--- src/rtl/wb_downsizer.sv ---
// wb_downsizer: splits each wide Wishbone access into one narrow beat per
// byte-lane group with a nonzero select, gathers read beats into one wide word
// and returns a single registered termination per wide access.
//
// state | meaning
// IDLE  | waiting for a wide request
// XFER  | issuing narrow beats, one active lane at a time
// RESP  | one-cycle wide ack/err/rty
module wb_downsizer #(
  parameter  int DW_OUT = 32,
  parameter  int SCALE  = 2,
  parameter  int AW     = 32,
  localparam int DW_IN  = DW_OUT * SCALE,
  localparam int SW_OUT = DW_OUT / 8,
  localparam int SW_IN  = DW_IN / 8
) (
  input  logic              wb_clk_i,
  input  logic              wb_rst_ni,
  input  logic [AW-1:0]     wbs_adr_i,
  input  logic [DW_IN-1:0]  wbs_dat_i,
  input  logic [SW_IN-1:0]  wbs_sel_i,
  input  logic              wbs_we_i,
  input  logic              wbs_cyc_i,
  input  logic              wbs_stb_i,
  input  logic [2:0]        wbs_cti_i,
  input  logic [1:0]        wbs_bte_i,
  output logic [DW_IN-1:0]  wbs_dat_o,
  output logic              wbs_ack_o,
  output logic              wbs_err_o,
  output logic              wbs_rty_o,
  output logic [AW-1:0]     wbm_adr_o,
  output logic [DW_OUT-1:0] wbm_dat_o,
  output logic [SW_OUT-1:0] wbm_sel_o,
  output logic              wbm_we_o,
  output logic              wbm_cyc_o,
  output logic              wbm_stb_o,
  output logic [2:0]        wbm_cti_o,
  output logic [1:0]        wbm_bte_o,
  input  logic [DW_OUT-1:0] wbm_dat_i,
  input  logic              wbm_ack_i,
  input  logic              wbm_err_i,
  input  logic              wbm_rty_i
);

  localparam int LW   = $clog2(SCALE);
  localparam int OFFS = $clog2(SW_IN);

  typedef enum logic [1:0] {IDLE, XFER, RESP} state_t;

  state_t            state;
  logic [AW-1:0]     base_q;
  logic [DW_IN-1:0]  wdat_q;
  logic [DW_IN-1:0]  rdat_q;
  logic [SW_IN-1:0]  sel_q;
  logic [LW-1:0]     lane_q;
  logic              cyc_q;

  logic [AW-1:0]     src_base;
  logic [DW_IN-1:0]  src_dat;
  logic [SW_IN-1:0]  src_sel;
  logic [LW:0]       src_from;
  logic [LW:0]       nxt;
  logic [LW:0]       aft;
  logic              nxt_found;
  logic [LW-1:0]     nxt_idx;
  logic              nxt_last;
  logic [AW-1:0]     beat_adr;
  logic [DW_OUT-1:0] beat_dat;
  logic [SW_OUT-1:0] beat_sel;
  logic              unused_ok;

  // Lowest active lane at or above 'from'; MSB of the result flags a hit.
  function automatic logic [LW:0] find_lane(input logic [SW_IN-1:0] s, input logic [LW:0] from);
    logic [LW:0] r;
    r = '0;
    for (int i = SCALE - 1; i >= 0; i--)
      if (i >= int'(from) && |s[i*SW_OUT +: SW_OUT]) r = {1'b1, LW'(i)};
    return r;
  endfunction

  // Next beat: first active lane of a fresh request, or the one after the current lane.
  always_comb begin
    if (state == IDLE) begin
      src_base = {wbs_adr_i[AW-1:OFFS], {OFFS{1'b0}}};
      src_dat  = wbs_dat_i;
      src_sel  = wbs_sel_i;
      src_from = '0;
    end else begin
      src_base = base_q;
      src_dat  = wdat_q;
      src_sel  = sel_q;
      src_from = {1'b0, lane_q} + (LW+1)'(1);
    end
    nxt       = find_lane(src_sel, src_from);
    nxt_found = nxt[LW];
    nxt_idx   = nxt[LW-1:0];
    aft       = find_lane(src_sel, {1'b0, nxt_idx} + (LW+1)'(1));
    nxt_last  = ~aft[LW];
    beat_adr  = src_base + AW'(nxt_idx) * AW'(SW_OUT);
    beat_dat  = '0;
    beat_sel  = '0;
    for (int i = 0; i < SCALE; i++) begin
      if (nxt_idx == LW'(i)) begin
        beat_dat = src_dat[i*DW_OUT +: DW_OUT];
        beat_sel = src_sel[i*SW_OUT +: SW_OUT];
      end
    end
  end

  // Sequencer: latches the request, walks active lanes, registers the wide termination.
  always_ff @(posedge wb_clk_i or negedge wb_rst_ni) begin
    if (!wb_rst_ni) begin
      state     <= IDLE;
      base_q    <= '0;
      wdat_q    <= '0;
      rdat_q    <= '0;
      sel_q     <= '0;
      lane_q    <= '0;
      cyc_q     <= 1'b0;
      wbm_adr_o <= '0;
      wbm_dat_o <= '0;
      wbm_sel_o <= '0;
      wbm_we_o  <= 1'b0;
      wbm_cti_o <= 3'b000;
      wbs_ack_o <= 1'b0;
      wbs_err_o <= 1'b0;
      wbs_rty_o <= 1'b0;
    end else begin
      case (state)
        IDLE: begin
          if (wbs_cyc_i && wbs_stb_i) begin
            base_q   <= src_base;
            wdat_q   <= wbs_dat_i;
            sel_q    <= wbs_sel_i;
            wbm_we_o <= wbs_we_i;
            rdat_q   <= '0;
            if (nxt_found) begin
              state     <= XFER;
              cyc_q     <= 1'b1;
              lane_q    <= nxt_idx;
              wbm_adr_o <= beat_adr;
              wbm_dat_o <= beat_dat;
              wbm_sel_o <= beat_sel;
              wbm_cti_o <= nxt_last ? 3'b111 : 3'b010;
            end else begin
              state     <= RESP;
              wbs_ack_o <= 1'b1;
            end
          end
        end
        XFER: begin
          if (!wbs_cyc_i) begin
            // Master abandoned the access: no wide termination, late narrow acks ignored.
            state     <= IDLE;
            cyc_q     <= 1'b0;
            wbm_cti_o <= 3'b000;
          end else if (wbm_err_i) begin
            state     <= RESP;
            cyc_q     <= 1'b0;
            wbm_cti_o <= 3'b000;
            wbs_err_o <= 1'b1;
          end else if (wbm_rty_i) begin
            state     <= RESP;
            cyc_q     <= 1'b0;
            wbm_cti_o <= 3'b000;
            wbs_rty_o <= 1'b1;
          end else if (wbm_ack_i) begin
            if (!wbm_we_o) begin
              for (int i = 0; i < SCALE; i++)
                if (lane_q == LW'(i)) rdat_q[i*DW_OUT +: DW_OUT] <= wbm_dat_i;
            end
            if (nxt_found) begin
              lane_q    <= nxt_idx;
              wbm_adr_o <= beat_adr;
              wbm_dat_o <= beat_dat;
              wbm_sel_o <= beat_sel;
              wbm_cti_o <= nxt_last ? 3'b111 : 3'b010;
            end else begin
              state     <= RESP;
              cyc_q     <= 1'b0;
              wbm_cti_o <= 3'b000;
              wbs_ack_o <= 1'b1;
            end
          end
        end
        RESP: begin
          state     <= IDLE;
          wbs_ack_o <= 1'b0;
          wbs_err_o <= 1'b0;
          wbs_rty_o <= 1'b0;
        end
        default: state <= IDLE;
      endcase
    end
  end

  // Master strobe is gated by the wide cycle so an abort takes effect the same cycle.
  assign wbm_cyc_o = cyc_q & wbs_cyc_i;
  assign wbm_stb_o = cyc_q & wbs_cyc_i;
  assign wbm_bte_o = 2'b00;
  assign wbs_dat_o = rdat_q;

  assign unused_ok = ^{wbs_cti_i, wbs_bte_i, wbs_adr_i[OFFS-1:0]};

endmodule

--- config.mk ---
export PLATFORM = sky130hd
export DESIGN_NAME = wb_downsizer
export DESIGN_NICKNAME = d
export VERILOG_FILES = /design/src/rtl/wb_downsizer.sv
export SDC_FILE = /design/constraint.sdc
export NUM_CORES = 1
export LEC_CHECK = 0
export ABC_AREA = 1
export CAP_MARGIN = 0
export CORE_MARGIN = 2
export CORE_UTILIZATION = 55
export DETAILED_ROUTE_END_ITERATION = 6
export GPL_ROUTABILITY_DRIVEN = 1
export HOLD_SLACK_MARGIN = 0.1
export PLACE_DENSITY_LB_ADDON = 0.05
export SETUP_SLACK_MARGIN = 0.4
export SLEW_MARGIN = 20
export SYNTH_ARGS = -nofsm -noshare
export SYNTH_HDL_FRONTEND = slang
export SYNTH_SLANG_ARGS = --single-unit
--- constraint.sdc ---
create_clock -name wb_clk_i -period 5.7 [get_ports wb_clk_i]
set_clock_uncertainty 0.05 [all_clocks]
set_input_delay 0.57 -clock wb_clk_i [delete_from_list [all_inputs] [get_ports wb_clk_i]]
set_output_delay 0.57 -clock wb_clk_i [all_outputs]
set_load 0.02 [all_outputs]
After elaboration in Yosys (flattened, before gate mapping)
Cells that the tools add are included.

Flip-flop bits (word level): 247. Bits of input ports: 149. Word-level logic and storage cells: 146. Output and inout port bits: 143.

Equal/unequal tests: 15. Bitwise logic cells: 1. Add/sub/neg operators: 3. Magnitude comparators: 4. Reduce and logical (&&, ||, !) cells: 21. Muxes and demuxes: 86.

Operators with widths (number): $mux W32 (16); $mux W64 (7); $pmux W32 S2 (2); $pmux W64 S2 (1); $add A32 B3 Y32 (1); $mux W4 (7); $mux W1 (24); $mux W2 (12); $mux W3 (8); $ne A2 B2 Y1 const B (10); $reduce_and A8 Y1 (2); $reduce_and A6 Y1 (2); $ne A5 B5 Y1 const B (2); $ge A1 B2 Y1 const A (4); $mux W8 (1); $pmux W1 S2 (4); $pmux W4 S2 (1); $reduce_and A4 Y1 (2); $reduce_or A4 Y1 (2); $pmux W3 S2 (1); $reduce_and A3 Y1 (2); $logic_and A1 B1 Y1 (5); $reduce_and A5 Y1 (1); $add A1 B1 Y2 const B (2); other kinds (10) (11).

Logic depth before layout (Yosys ltp)
Word-level depth: 18. Gate-level depth with buffers: 22. Mapped depth without buffers: 21.

Least setup slack after synthesis
Ideal clock, no wire load.

Path type: register to register. Start point: register state[1]. End point: register wbm_adr_o[16]. Library setup time: 117 ps. Stages on the path, launching flop included: 20. Required time: 5533 ps. Clock period less this slack: 2748 ps. Path slack: 2952 ps. Buffers on the path: 2. Data arrival time: 2581 ps. Cells stage by stage: dfrtp_1 -> nor2_2 -> buf_6 -> nand2_1 -> nand2_1 -> nor2_1 -> nand2_1 -> nand2_1 -> inv_1 -> nand2_1 -> inv_2 -> buf_2 -> ha_1 -> ha_1 -> nand3_2 -> nor2_1 -> nand2_1 -> xor2_1 -> nand2_1 -> nand2_1.

Word-level cells in the longest chain between the ends: 13. Elaborated cells on any way between the ends: 28. Classes of those cells: 1 x add/sub; 2 x order compare; 6 x eq/ne; 12 x mux; 7 x reduce/logical.

RTL lines: from (decl) (line 50) `state_t state;`; from (signal assigned) (line 113) `state <= IDLE;`; from (signal assigned) (line 138) `state <= XFER;`; from (signal assigned) (line 146) `state <= RESP;`; $logic_not A2 Y1 * (line 83) `if (state == IDLE) begin`; $mux W2 or $mux W8 (tied branches) (line 83); $ge A1 B2 Y1 or $reduce_or A4 Y1 (tied branches) (line 77) `if (i >= int'(from) && |s[i*SW_OUT +: SW_OUT]) r = {1'b1, LW'(i)};`; $logic_and A1 B1 Y1 (line 77); $mux W2 (line 77); $mux W2 * (line 77); via nxt[0] (line 62) `logic [LW:0] nxt;`; $add A32 B3 Y32 * (line 99) `beat_adr = src_base + AW'(nxt_idx) * AW'(SW_OUT);`; $mux W32 * (line 137, 172); $mux W32 (line 167) `end else if (wbm_ack_i) begin`; $mux W32 (line 162) `end else if (wbm_rty_i) begin`; $mux W32 (line 157) `end else if (wbm_err_i) begin`; $mux W32 (line 152) `if (!wbs_cyc_i) begin`; $pmux W32 S2 * (line 129) `case (state)`; to (signal assigned) (line 141) `wbm_adr_o <= beat_adr;`; to (signal assigned) (line 174) `wbm_adr_o <= beat_adr;`; to (decl) (line 31) `output logic [AW-1:0] wbm_adr_o,`.

The timed path passes the listed nets; every way through them passes the cells marked *. The select of a mux whose other input is x is not followed. A chain may end at the register's enable or synchronous reset.

Final worst setup path
Start point: register state[1]. End point: register wbm_adr_o[18].

Word-level cells in the longest chain between the ends: 13. Elaborated cells on any way between the ends: 28. Classes of those cells: 1 x add/sub; 2 x order compare; 6 x eq/ne; 12 x mux; 7 x reduce/logical.

RTL lines (line): $logic_not A2 Y1 (83, 129); $mux W2 or $mux W8 (tied branches) (83); $ge A1 B2 Y1 or $reduce_or A4 Y1 (tied branches) (77); $logic_and A1 B1 Y1 (77); $mux W2 (2 in series) (77); $add A32 B3 Y32 (99); $mux W32 (137, 172); $mux W32 (167); $mux W32 (162); $mux W32 (157); $mux W32 (152); $pmux W32 S2 (129).

Parallel ways exist; a longest one is shown, timed or not. The select of a mux whose other input is x is not followed.

==> flow_summary.ini <==
[hold_path]
whs_path_depth = 2
worstHoldEndpoint = sel_q[3]
hp-class = reg2reg
hold_start = sel_q[3]

[detailed_routing]
wirelength_um = 35000
post-route-drc-count = 0
detail_route.wl_per_cell_um = 15.2
firstDrtPassIters = 5
ant_nets = 0
viasPerCell = 5.13
first_iter_violations = 786
via_count = 11800

[sta]
hold_violations = 0
fin_crit_ps = 4470
slew_viol_final = 0
worstMarginPinSlew_ps = 1020
max_slew_margin_pct = 32.1
max_freq_mhz = 224
finalCritPeriodShare_pct = 78.5
holdWs_ps = 424
rsz0062_at_grt = false
fin_tns_setup_ps = 0
setup_viol = 0

[global_routing]
met2_usage_pct = 47.9
grt_overflow_total = 0
grt_pass1_wl_um = 57300
grt-busiest-layer = met2
grt_max_degree = 133
grt_pass1_vias = 11700
grt.total_usage_pct = 29.1
antenna_found_initial = 1
grt_use_met1_pct = 37.3
grtUsageMet3_pct = 7.80

[clock_tree]
cts_tree = done
htreeDepth = 1
post_cts_buffers = 0
cts.sinks = 246
ctsResizeCount = 0
cts_root_buffer = clkbuf_16
hold_buffers = 1
cts_max_path_buffers = 3
cts_buffers = 26
clkLatencyLatePin_ps = 540
clk_pin_slew_worst_paths_ps = 60

[floorplanning]
start_util_pct = 55.8
die_w_um = 155
ios = 292
row_count = 55
dieArea_mm2 = 0.0241
core_mm2 = 0.0226
fp.dieH_um = 155

[place]
dp.cells = 2254
hpwl_um = 22700
gp_congestion = 0.902
io_buffers = 281

[synth]
synth-async-reset-ratio_pct = 100
yosys_warnings = 0
syn_area_per_cell_um2 = 7.12
synth.area.top_cells = dfrtp_1 (49%), nand2_1 (25%), o21ai_0 (9.5%)
synth_cells = 1769
netlist.top_cell.by_area = dfrtp_1
netlist.area_leader.share_pct = 48.8
yosys-top-cells-count = nand2_1 (830), dfrtp_1 (246), o21ai_0 (239), inv_1 (170), nor2_1 (95)
synth.most_common_cell = nand2_1
synth_flop_cell = dfrtp_1
synth_edf_count = 0
synth_seq_cells = 246
ys_types = 34
synth_area_mm2 = 0.0126
ys_seq_area_share_pct = 48.8

[final_layout]
areaGrowthSynthToFinish_pct = 29.8
fin_nets = 2149
drive_gt1_share_pct = 4.61
instances_no_fill = 2304
fin_util_pct = 72.4

[power]
powerDensity_mw_per_mm2 = 436
p_total_uw = 7120
switchingPower_uw = 2640
comb_power_share_pct = 38.2
power.share.sequential_pct = 36.0
p_int_uw = 4480
ir_drop_uv = 287
leakagePower_uw = 0.00845
clock_power_share_pct = 25.8
switching_share_pct = 37.1

[worst_setup_path]
crit_fanout = 102
worstSetupPathType = reg2reg
r2r-start = state[1]
reg2regPathDepth = 14
cp_common_cell = nand2_1
critPathSlowestCell = buf_4
cp_cell_sequence = nor2_4, buf_4, nand2_1, nand2_1, inv_2, ha_1, ha_1, nand3_2, inv_1, nand2_1, nor2_1, xor2_1, nand2_1, nand2_1
worstSetupEndpointType = flip-flop
path_buf_inv = 3
timing.critical_path.required_ps = 6080
cpPeakStageDelay_ps = 920
critical-path-top-delay-family = simple AND/OR/NAND/NOR gates
reg2reg_slack_ps = 1230
critical_path.startpoint_type = flip-flop
timing.rr.end = wbm_adr_o[18]
worst_ep_arrival_time_ps = 4850

[run]
cap_violations = 0

[status]
run_status = completed
==> per-stage QoR <==
step | instance area (µm²) | worst slack [ps]
floorplan | 12600 | 2950
detailed placement | 15400 | 1250
CTS | 16300 | 1250
global placement | 15400 | 1350
global route | 16400 | 829
finish | 16400 | 1230
==> worst min-delay path, stage by stage (launching register included) <==
cell	delay, ps
dfrtp_1	340
nand2_1	50
nand2_1	50
==> layout make-up <==
cell class              instances  area, µm²
repair buffers                295       2940
clock buffers                  38        776
inverters                     176        661
diodes                          1       2.50
fillers                      1841       6220
clock inverters                10        164
flip-flops and latches        246       6160
multi-input cells            1253       5300
well taps                     285        357
==> worst max path at each step <==
stage	startpoint	endpoint	slack, ps	cells after the start
6_report	state[1]	wbm_adr_o[18]	1230	14
5_1_grt	state[1]	wbm_adr_o[18]	830	14
4_1_cts	state[1]	wbm_adr_o[18]	1250	14
3_5_place_dp	state[1]	wbm_adr_o[18]	1250	14
3_3_place_gp	state[1]	wbm_adr_o[18]	1350	14
2_1_floorplan	state[1]	wbm_adr_o[16]	2950	19
==> cells by family (layout without fill, tap and decap cells) <==
family                     after synthesis  in the layout  share of synthesized area [%]
adders and majority gates                2              2                          0.199
xor gates and xnor gates                14             14                          0.973
buffers and inverters                  271            519                           9.35
DFF                                    246            246                           48.8
other                                    1              3                         0.0298
AOI/OAI and AO/OA                      258            258                           10.6
and+or+nand+nor                        977            977                           30.0
==> power by group through the flow <==
stage | sequential [µW] | clock [µW] | combinational (µW)
final | 2560 | 1840 | 2720
after global routing | 2630 | 1930 | 3000
after CTS | 2560 | 1870 | 2730
after detailed placement | 2580 | 0 | 2710
after global placement | 2570 | 0 | 2670
after floorplan | 2970 | 0 | 1140
==> cell usage in the layout (no fill, tap or decap), types with 2 or more instances in the layout <==
cell	netlist	final
inv_1	170	170
clkbuf_16	0	26
clkinv_2	0	4
o21ai_4	2	2
o21ai_1	4	4
nand4_1	6	6
nor2_4	0	3
ha_1	2	2
bufinv_16	0	4
clkbuf_1	42	4
conb_1	1	2
clkdlybuf4s50_1	0	280
inv_2	5	5
o211ai_1	2	2
a21oi_2	0	2
a21oi_1	5	3
o21ai_0	239	239
nor2_1	95	93
nand2_1	830	830
clkbuf_8	0	8
o21ai_2	2	2
nand3_2	2	2
dfrtp_1	246	246
nand2_2	7	7
buf_4	16	12
a31oi_1	2	2
nand3_1	22	22
nor2_2	11	10
xor2_1	14	14
==> registers in the layout, summed over array words and instances (netlist names), 4 cells and up <==
register / cells
wbs_dat_o: 64
wdat_q: 64
base_q: 32
wbm_adr_o: 32
wbm_dat_o: 32
sel_q: 8
wbm_sel_o: 4
==> per-layer routing <==
metal / up-vias / part of all wire, %
li1: 5855 / -
met1: 5538 / 42
met2: 359 / 47
met3: 69 / 8.3
met4: 0 / 3.4
met5: - / 0
No activity file was read; power rests on OpenSTA's default activity.
